$ cat src/rtl/cve2_mem_arbiter.sv
// cve2_mem_arbiter: shares one OBI memory port between instruction fetch and LSU, routing responses back by source
module cve2_mem_arbiter #(
  parameter int unsigned MaxOutstanding = 2,
  parameter bit          DataPriority   = 1'b1
) (
  input  logic        clk_i,
  input  logic        rst_ni,
  input  logic        instr_req_i,
  output logic        instr_gnt_o,
  input  logic [31:0] instr_addr_i,
  output logic        instr_rvalid_o,
  output logic [31:0] instr_rdata_o,
  output logic        instr_err_o,
  input  logic        data_req_i,
  output logic        data_gnt_o,
  input  logic        data_we_i,
  input  logic [3:0]  data_be_i,
  input  logic [31:0] data_addr_i,
  input  logic [31:0] data_wdata_i,
  output logic        data_rvalid_o,
  output logic [31:0] data_rdata_o,
  output logic        data_err_o,
  output logic        mem_req_o,
  input  logic        mem_gnt_i,
  output logic        mem_we_o,
  output logic [3:0]  mem_be_o,
  output logic [31:0] mem_addr_o,
  output logic [31:0] mem_wdata_o,
  input  logic        mem_rvalid_i,
  input  logic [31:0] mem_rdata_i,
  input  logic        mem_err_i,
  output logic        busy_o,
  output logic        unexp_rvalid_o
);
  localparam int unsigned PW = MaxOutstanding > 1 ? $clog2(MaxOutstanding) : 1;
  localparam int unsigned CW = $clog2(MaxOutstanding + 1);
  localparam logic [PW-1:0] LAST = PW'(MaxOutstanding - 1);
  localparam logic [CW-1:0] MAX = CW'(MaxOutstanding);
  logic                      lock_q, lock_sel_q, rr_q, unexp_q;
  logic [MaxOutstanding-1:0] src_q;
  logic [PW-1:0]             wr_q, rd_q;
  logic [CW-1:0]             cnt_q;
  logic                      sel_data, full, hs, pop, head;
  // selection, payload mux, grant passthrough and response routing to the oldest outstanding source
  always_comb begin
    full           = cnt_q == MAX;
    sel_data       = lock_q ? lock_sel_q :
                     (instr_req_i ^ data_req_i) ? data_req_i :
                     (DataPriority ? 1'b1 : rr_q);
    mem_req_o      = rst_ni & ~full & (sel_data ? data_req_i : instr_req_i);
    hs             = mem_req_o & mem_gnt_i;
    instr_gnt_o    = hs & ~sel_data;
    data_gnt_o     = hs & sel_data;
    mem_we_o       = sel_data & data_we_i;
    mem_be_o       = sel_data ? data_be_i : 4'hF;
    mem_addr_o     = sel_data ? data_addr_i : instr_addr_i;
    mem_wdata_o    = sel_data ? data_wdata_i : 32'h0;
    pop            = rst_ni & mem_rvalid_i & (cnt_q != '0);
    head           = src_q[rd_q];
    instr_rvalid_o = pop & ~head;
    data_rvalid_o  = pop & head;
    instr_err_o    = instr_rvalid_o & mem_err_i;
    data_err_o     = data_rvalid_o & mem_err_i;
    instr_rdata_o  = mem_rdata_i;
    data_rdata_o   = mem_rdata_i;
    busy_o         = (cnt_q != '0) | mem_req_o;
    unexp_rvalid_o = unexp_q;
  end
  // lock, round-robin pointer, source FIFO and outstanding count
  always_ff @(posedge clk_i) begin
    if (!rst_ni) begin
      lock_q     <= 1'b0;
      lock_sel_q <= 1'b0;
      rr_q       <= 1'b0;
      unexp_q    <= 1'b0;
      src_q      <= '0;
      wr_q       <= '0;
      rd_q       <= '0;
      cnt_q      <= '0;
    end else begin
      lock_q     <= mem_req_o & ~mem_gnt_i;
      lock_sel_q <= sel_data;
      if (hs) begin
        rr_q        <= ~sel_data;
        src_q[wr_q] <= sel_data;
        wr_q        <= wr_q == LAST ? '0 : wr_q + 1'b1;
      end
      if (pop) rd_q <= rd_q == LAST ? '0 : rd_q + 1'b1;
      cnt_q <= cnt_q + CW'(hs) - CW'(pop);
      if (mem_rvalid_i && cnt_q == '0) unexp_q <= 1'b1;
    end
  end
endmodule

$ cat config.mk
export PLATFORM = sky130hd
export DESIGN_NAME = cve2_mem_arbiter
export DESIGN_NICKNAME = d
export VERILOG_FILES = /design/src/rtl/cve2_mem_arbiter.sv
export SDC_FILE = /design/constraint.sdc
export NUM_CORES = 1
export LEC_CHECK = 0
export ABC_AREA = 1
export CORE_AREA = 4 4 107 109
export CTS_BUF_LIST = sky130_fd_sc_hd__clkbuf_4 sky130_fd_sc_hd__clkbuf_8
export DETAILED_ROUTE_END_ITERATION = 10
export DIE_AREA = 0 0 111 113
export GPL_TIMING_DRIVEN = 0
export PLACE_DENSITY_LB_ADDON = 0.08
export SLEW_MARGIN = 20
export SYNTH_ARGS = -nofsm -noshare
export SYNTH_HDL_FRONTEND = slang
export SYNTH_SLANG_ARGS = --single-unit
$ cat constraint.sdc
create_clock -name clk_i -period 2.59 [get_ports clk_i]
set_input_delay 0.518 -clock clk_i [delete_from_list [all_inputs] [get_ports clk_i]]
set_output_delay 0.518 -clock clk_i [all_outputs]
set_load 0.01 [all_outputs]
**After elaboration in Yosys (flattened, before gate mapping)**

Index checks and enable logic that the tools add are counted.
Widths: inputs -> output; s select.

- Flip-flop bits (word level): 9
- Output and inout port bits: 142
- Logic and storage cells: 51

- $add $sub $neg: 4
- Order comparisons: 3
- Equal/unequal tests: 1
- Multiplexer cells: 13
- Bitwise logic cells: 19
- Reduce and logical (&&, ||, !) cells: 4

Operators by type and width:

| operator | count |
|---|---|
| $mux 32 | 2 |
| $and 1x1->1 | 13 |
| $mux 1 | 8 |
| $lt 1x2->1 const B | 2 |
| $mux 4 | 1 |
| $not 1->1 | 4 |
| $add 1x1->1 const B | 2 |
| $add 2x1->2 | 1 |
| $bwmux 2 | 1 |
| $eq 2x2->1 const B | 1 |
| $logic_and 1x1->1 | 2 |
| $logic_not 2->1 | 1 |
| $reduce_bool 2->1 | 1 |
| $sub 2x1->2 | 1 |
| $demux 1 s1 | 1 |
| $ge 1x1->1 const B | 1 |
| $or 1x1->1 | 1 |
| $xor 1x1->1 | 1 |

**Depth between registers and ports, before layout**

Gate-level depths: netlist (run 1).

- Depth in word-level cells: 8
- Mapped depth: 11

**Worst setup path after synthesis (run 1)**

No wires, ideal clock.

- Path kind: input -> register
- Start point: input instr_req_i
- End point: register cnt_q[1]
- Data arrival time: 1.687 ns
- Required time: 2.469 ns
- Setup slack: 0.783 ns
- Cell stages on the path: 9
- Buffers on the path: 0
- Cell sequence: nand2_1 -> nand3b_1 -> nand3_2 -> ha_1 -> inv_1 -> ha_1 -> xnor2_1 -> o21ai_0 -> a21oi_1

- Longest elaborated chain between the ends: 8

RTL lines:

| what | line | source |
|---|---|---|
| start, declared | 8 | `input logic instr_req_i,` |
| $xor 1x1->1 | 48 | `(instr_req_i ^ data_req_i) ? data_req_i :` |
| $mux 1 | 48 |  |
| $mux 1 | 47 | `sel_data = lock_q ? lock_sel_q :` |
| $mux 1 (*) | 50 | `mem_req_o = rst_ni & ~full & (sel_data ? data_req_i : instr_req_i);` |
| $and 1x1->1 (*) | 50 |  |
| $and 1x1->1 (*) | 51 | `hs = mem_req_o & mem_gnt_i;` |
| $add 2x1->2 (*) | 89 | `cnt_q <= cnt_q + CW'(hs) - CW'(pop);` |
| $sub 2x1->2 (*) | 89 |  |
| end signal, assigned | 89 |  |
| end, declared | 42 | `logic [CW-1:0] cnt_q;` |

Every way passes the cells marked *; elsewhere a longest branch is shown, timed or not.
A chain may end at the register's enable or synchronous reset.

**Worst setup path after layout (run 1)**

- Start point: input data_req_i
- End point: output mem_be_o[1]

- Longest elaborated chain between the ends: 4

RTL lines:

| what | line | source |
|---|---|---|
| start, declared | 14 | `input logic data_req_i,` |
| $xor 1x1->1 | 48 |  |
| $mux 1 (*) | 48 |  |
| $mux 1 (*) | 47 |  |
| $mux 4 (*) | 55 | `mem_be_o = sel_data ? data_be_i : 4'hF;` |
| end, declared | 26 | `output logic [3:0] mem_be_o,` |

Marked as above.

==> run summary, run 1 <==
The flow ran to the end, and the final reports show no timing, DRC or antenna violations. The run gives 19 as the count of unique library cells instantiated by Yosys. Counting instances, the worst hold path has a depth of 2. Summed over all layers, the routed wires come to 9.27 mm.

The internal portion of the total power is 793 uW. For this block, the initial DRC count from the detailed router was 42. met2 is the most crowded layer.

The highest cell delay on the worst timing path was 0.52 ns; the net count of the mapped netlist was 452. The global routing usage on met2 came out at 0.265. The peak supply drop was 0.000294 V. The global-route met3 utilization is 0.0342, and the fraction of final layout cells sized beyond drive strength 1 is 0.167.

The logs give 712 for the final-stage net count and 0.142 for the clock power share. The tools report the maximum number of pins on one net before global-route repair as 11. The final period demand of the worst path is 2.49 ns, and the total of warnings raised by yosys is 0. The worst hold path startpoint is src_q[1]. In the layout the commonest cells are sky130_fd_sc_hd__clkdlybuf4s50_1, sky130_fd_sc_hd__nand2_1, sky130_fd_sc_hd__buf_4, sky130_fd_sc_hd__dlygate4sd2_1. For the number of antenna violations at the first check in global routing, the log shows 0. The ratio of final minimum period to clock period is 0.962, and the number of hold buffers added after CTS is 0. In the final routed layout, each cell accounts on average for 13.1 microns. The flip-flop and latch count after synthesis works out to 9. The total power divided by cell area came out at 276 nW/um^2.

The worst register-to-register path ends at cnt_q[1]. In this run the clock root is driven by a sky130_fd_sc_hd__clkbuf_8. For the row count, the log shows 38. Standard cell core area: 10600 sq um. Counting cells, the worst reg-to-reg path comes to 10. TritonCTS created 3 clock buffers. Timing analysis after detailed placement gives a worst setup slack of -0.473 ns. In this run the worst path has a maximum fanout of 10. Total number of vias: 2561. TritonCTS built the clock tree. The signal on the critical path passes through clkdlybuf4s50_1, o21ai_4, buf_6, buf_4, or2_2, dlygate4sd2_1.

The net switching component of the power is 428 uW, and the summed area of non-filler cells in the final layout is 4420 sq um. Routability-driven placement finished with a final weighted congestion of 0.824. For the starting density of the core, the log shows 0.155. The number of violations of the max-capacitance limit is 0. Total track usage: 0.133.

For the setup slack after layout, the log shows 0.0982 ns. Insertion delay to the later sink of the worst-skew pair: 0.23 ns. STA classifies the critical path endpoint as a primary output. Number of levels in the clock H-tree: 1. Setup repair after global routing left no endpoint under its margin.

The worst hold path belongs to the class reg2reg. Share of synthesized area occupied by flip-flops and latches: 0.110. Critical path data arrival time: 1.97 ns. In the routed design, unresolved DRC markers number 0. From bottom edge to top edge, the die measures 113 microns. The maximum clock path buffer count was 2. The half-perimeter wire length after placement is 8.23 mm, and the global-route track usage on met1 is 0.143. Number of buffer cells added on primary ports: 249. Number of slew-limit violations in the final report: 0. The actual transition at the worst max-transition pin was 0.310 ns. STA classifies the critical path startpoint as an input port. In this run the remaining antenna-violating nets after routing total 0.

The die is 111 microns wide. The count of final hold-check violations is 0, and the area growth from synthesis to layout is 169%. The first global-routing pass estimated 13.4 mm of wire. The terminating pin of the worst hold path is src_q[1].

Origin of the critical flop-to-flop path: lock_q. The run gives 0.791 as the relative slew slack. The largest clock skew in the final design was 0.000259 ns. For the number of antenna repair diodes, the log shows 0. After detailed placement, the total cell area comes to 4310 sq um.

The final number of setup-violating endpoints came out at 0. The total congestion overflow after global routing is 0. The tools report the CTS sink count as 9. The run gives 0.135 as the sequential fraction of design power. Share of total power in combinational logic: 0.723.

The cell count after synthesis is 310, and the worst path required time is 2.07 ns. In the routed layout, each cell is associated on average with a via count of 3.61. The die covers 12500 sq um. The number of top-level pins came out at 282.

Slowest cell on the critical path: sky130_fd_sc_hd__clkdlybuf4s50_1. The critical path in this run is classified as in2out. Each instance of the synthesized netlist takes up on average 5.30 sq um. After clock tree synthesis, the clock-pin slew on the worst setup and hold paths is 0.04 ns. The number of search-and-repair iterations in the first detailed-routing pass is 4, and the via count of the first global-routing pass is 2447. Based on the critical path, the design can be clocked at up to 401 MHz. The net switching share of the total power is 0.350, and the worst setup slack for register-to-register paths is 0.69 ns. Summed over all cells, the static leakage comes to 2.37 nW. The library cell used most frequently in the layout, excluding fill and tap cells, is sky130_fd_sc_hd__clkdlybuf4s50_1. The tools report the mapped cell area as 1640 sq um.
[what timing repair did]
item | CTS | global route
hold endpoints to repair | 0 | 0
endpoints found under the setup margin | 77 | 55
resized for setup | 94 | 14
pin swaps | 1 | 0
buffers inserted | 4 | 3
[flip-flops by register name, indices dropped and copies added (netlist names)]
signal	flops
rd_q	1
lock_q	1
wr_q	1
lock_sel_q	1
cnt_q	2
unexp_rvalid_o	1
src_q	2
[power groups by stage]
stage | sequential (mW) | combinational, mW | clock (mW)
6_report | 0.165 | 0.882 | 0.173
3_5_place_dp | 0.167 | 0.935 | 0
4_1_cts | 0.165 | 0.887 | 0.177
2_1_floorplan | 0.166 | 0.361 | 0
5_1_grt | 0.169 | 0.958 | 0.190
3_3_place_gp | 0.167 | 0.928 | 0
[routing by layer]
metal,routed length [microns],vias up
li1,-,1350
met1,3450,1068
met2,4960,137
met3,735,6
met4,119,0
met5,0,-
[stage by stage]
stage          TNS [ns]  total power, mW   util  hold WS (ns)  cells
2_1_floorplan         0            0.527      -         0.438    310
3_3_place_gp     -17.32             1.09  0.406         0.460    699
3_5_place_dp     -22.32             1.10  0.406         0.468    699
4_1_cts          -0.168             1.23  0.410         0.474    706
5_1_grt               0             1.32  0.416         0.512    709
6_report              0             1.22  0.416         0.473    709
[worst max path at each step]
| stage | start | to |
|---|---|---|
| 6_report | data_req_i | mem_be_o[1] |
| 4_1_cts | instr_req_i | mem_addr_o[21] |
| 3_3_place_gp | instr_req_i | mem_addr_o[24] |
| 5_1_grt | data_req_i | mem_req_o |
| 2_1_floorplan | instr_req_i | cnt_q[1] |
| 3_5_place_dp | instr_req_i | mem_addr_o[24] |
[synth_stat cells (all sizes together)]
library cell  count  area share
nand2           109        0.25
dfxtp             9        0.11
nor2             47        0.11
nand3             3       0.012
nand3b            1      0.0046
o21ai             5       0.022
xnor2             1      0.0053
a21oi             3      0.0091
or2               5       0.019
inv              47        0.11
nor3              2      0.0061
ha                2       0.015
buf              74        0.32
nand4             2      0.0076
[cells by family (layout without fill, tap and decap cells)]
group | count (synthesis) | count (layout) | share of synthesized area
XOR/XNOR | 1 | 1 | 0.00534
AND/OR/NAND/NOR | 169 | 169 | 0.408
buffers and inverters | 121 | 380 | 0.431
AO/OA/AOI/OAI | 8 | 8 | 0.0313
flip-flops | 9 | 9 | 0.110
adder cells (fa/ha/maj) | 2 | 2 | 0.0152
[layout make-up]
class	count	area [sq um]
inverter	47	179
multi-input combinational	180	757
tap	140	175
timing repair buffer	256	2490
clock buffer	4	48.8
fill	1166	6190
sequential	9	180
buffer	73	589
[worst max-delay path: cells and delay by family]
kind	cells	cell delay (ns)
AO/OA/AOI/OAI	1	0.07
AND/OR/NAND/NOR	1	0.28
buffers and inverters	4	1.10
Power figures use the tool's default switching activity.
==> run 2, diff against run 1 <==
--- a/config.mk
+++ b/config.mk
@@ -6,10 +6,10 @@
 export NUM_CORES = 1
 export LEC_CHECK = 0
 export ABC_AREA = 1
-export CORE_AREA = 4 4 107 109
+export CORE_AREA = 2 2 108 110
 export CTS_BUF_LIST = sky130_fd_sc_hd__clkbuf_4 sky130_fd_sc_hd__clkbuf_8
 export DETAILED_ROUTE_END_ITERATION = 10
-export DIE_AREA = 0 0 111 113
+export DIE_AREA = 0 0 110 112
 export GPL_TIMING_DRIVEN = 0
 export PLACE_DENSITY_LB_ADDON = 0.08
 export SLEW_MARGIN = 20
==> run summary, run 2 (same netlist as run 1, synthesis figures left out) <==
TritonCTS built the clock tree. The tools report the summed area of non-filler cells in the final layout as 4440 sq um. For the number of antenna repair diodes, the log shows 0.

The tools report the number of slew-limit violations in the final report as 0. The count of final hold-check violations was 0; the number of buffer cells added on primary ports was 249. For this block, the initial DRC count from the detailed router was 48. Hold repair after CTS inserted 0 buffers. The remaining number of nets flagged by the antenna check after routing was 0.

Setup repair after global routing left no endpoint under its margin. STA classifies the critical path endpoint as a primary output. For this design the ratio of total power to cell area is 282 nW/um^2. The tool flagged a number of max-cap violations equal to 0. Between clock sinks in the finished design, the worst skew comes to 0.00187 ns. Relative to the synthesized area, the layout overhead comes to 171%.

Derived from the worst setup path, the maximum achievable clock frequency is 399 MHz. The ratio of final minimum period to clock period came out at 0.969. Via count of the first global-routing pass: 2483.

The run finished with clean final reports. The final route contains 2622 vias. The tools report the worst hold path startpoint as src_q[1]. The average routed wire per standard cell works out to 12.0 microns. For the internal power summed over all cells, the log shows 825 uW. The tools report the CTS buffer count as 3. The tree built by TritonCTS fans out to 9 sinks. IR analysis of the VDD net gives a maximum drop of 0.000180 V. Most common cell after layout, fill and taps aside: sky130_fd_sc_hd__clkdlybuf4s50_1. The number of antenna violations at the first check in global routing is 1, and the total detailed-routing wirelength is 8.54 mm. Entering global routing, the biggest net connects 11 pins.

The worst hold path passes through 2 cells. Hold timing on the final database bottoms out at a slack of 0.467 ns. The run gives 0.141 as the clock power share.

For this run the aggregate overflow at the end of global routing stands at 0. The largest registers in the layout are cnt_q (2), src_q (2). The tools report the terminating pin of the worst hold path as src_q[1].

The tools report the critical path data arrival time as 1.99 ns. The worst setup path is launched from an input port. At the pin with the least slew margin, the transition time is 0.345 ns. Relative slew slack: 0.768. For the worst setup slack for register-to-register paths, the log shows 0.69 ns.

The die outline area is 12300 sq um, and the horizontal extent of the die is 110 microns. The cell at the root of the clock tree was sky130_fd_sc_hd__clkbuf_8. The worst path required time came out at 2.07 ns. The run gives 1 as the number of levels in the clock H-tree.

The fraction of final layout cells sized beyond drive strength 1 works out to 0.177. The worst hold path belongs to the class reg2reg. Total track usage: 0.125.

In the routed design, unresolved DRC markers number 0. The run gives 2 as the maximum clock path buffer count. At the end of routability-driven placement, the weighted congestion stood at 0.805.

The core region is 11200 sq um. The tools report the share of total power in combinational logic as 0.727. The number of search-and-repair iterations in the first detailed-routing pass is 4. At the later pin of the worst-skew pair, clock insertion delay measures 0.24 ns. The mean number of vias per cell was 3.68; the depth of the most critical reg-to-reg path was 11. After the last flow step, the layout net total stands at 713.

The clock slew seen by the registers of the worst setup and hold paths was 0.04 ns; the cell area after placement was 4310 sq um. Net switching component of the power: 428 uW. In this run the static leakage power is 2.26 nW.

The startpoint identified for the worst register-to-register timing path is cnt_q[0]. The sequential fraction of design power came out at 0.132. The library cells used most frequently in the layout, excluding fill and tap cells, are sky130_fd_sc_hd__clkdlybuf4s50_1, sky130_fd_sc_hd__nand2_1, sky130_fd_sc_hd__buf_4, sky130_fd_sc_hd__inv_1, sky130_fd_sc_hd__nor2_1. Along the worst path, the maximum fanout reaches 10. The final period demand of the worst path came out at 2.51 ns. By startpoint and endpoint, the worst setup path is classified as in2out. The net switching share of the total power is 0.342. From bottom edge to top edge, the die measures 112 microns. The run gives 282 as the number of top-level pins. The terminus of the critical flop-to-flop path was cnt_q[1]. In this run the core area contains 39 standard-cell rows. The logs give 0.147 for the starting density of the core and 7.49 mm for the half-perimeter wire length after placement.

The wire length of the first global-routing pass was 12.1 mm. For the final number of setup-violating endpoints, the log shows 0.
==> run 2: cell types whose count changed in the layout (fill, tap and decap cells not counted), sizes merged <==
cell / delta
clkdlybuf4s15: +1
clkdlybuf4s50: +38
buf: +1
dlygate4sd2: -37
clkbuf: +1
dlymetal6s2s: -3
==> run 2: area by class of cell <==
type | count | area, sq um
repair buffers | 257 | 2540
plain buffers | 73 | 548
well taps | 143 | 179
flip-flops and latches | 9 | 180
clock buffers | 4 | 48.8
inverters | 47 | 179
multi-input cells | 180 | 769
fillers | 1214 | 6730
==> run 2: worst max path at each step <==
stage,from,endpoint,slack (ns),cells after the start
CTS,mem_rvalid_i,data_rvalid_o,0.03,6
finish,instr_req_i,mem_be_o[0],0.08,7
floorplan,instr_req_i,cnt_q[1],0.78,9
detailed placement,instr_req_i,instr_gnt_o,-0.49,7
global placement,instr_req_i,instr_gnt_o,-0.44,7
global route,instr_req_i,mem_addr_o[30],0.005,9
==> run 2: power groups by stage <==
stage	sequential, mW	clock, mW	combinational (mW)
finish	0.165	0.177	0.911
global route	0.166	0.189	0.994
CTS	0.165	0.183	0.922
detailed placement	0.167	0	0.925
global placement	0.167	0	0.921
floorplan	0.166	0	0.361
==> run 2: metal layers <==
metal / global-route usage / up-vias / share of wire
li1: - / 1352 / -
met1: 0.124 / 1104 / 0.34
met2: 0.250 / 153 / 0.53
met3: 0.0363 / 11 / 0.12
met4: 0.0262 / 2 / 0.015
met5: 0 / - / 0.0015
==> run 2: timing repair <==
item / CTS / global route
setup endpoints to repair: 77 / 9
gates resized for setup: 60 / 7
pin swaps: 1 / 2
endpoints found under the hold margin: 0 / 0
setup buffers: 7 / 1
==> run 2: metrics by stage <==
stage	setup TNS, ns	cells	total power [mW]	utilization	worst slack [ns]
after floorplan	0	310	0.527	-	0.783
after global placement	-19.63	702	1.09	0.386	-0.438
after detailed placement	-23.09	702	1.09	0.386	-0.488
after CTS	0	712	1.27	0.396	0.0285
after global routing	0	713	1.35	0.397	0.00490
final	0	713	1.25	0.397	0.0814
==> run 2: critical path, cell delays in order <==
cell and delay [ns]:
sky130_fd_sc_hd__dlygate4sd2_1 0.26, sky130_fd_sc_hd__nand2_2 0.10, sky130_fd_sc_hd__o21ai_4 0.08, sky130_fd_sc_hd__buf_12 0.14, sky130_fd_sc_hd__buf_4 0.16, sky130_fd_sc_hd__or2_2 0.27
sky130_fd_sc_hd__clkdlybuf4s50_1 0.48
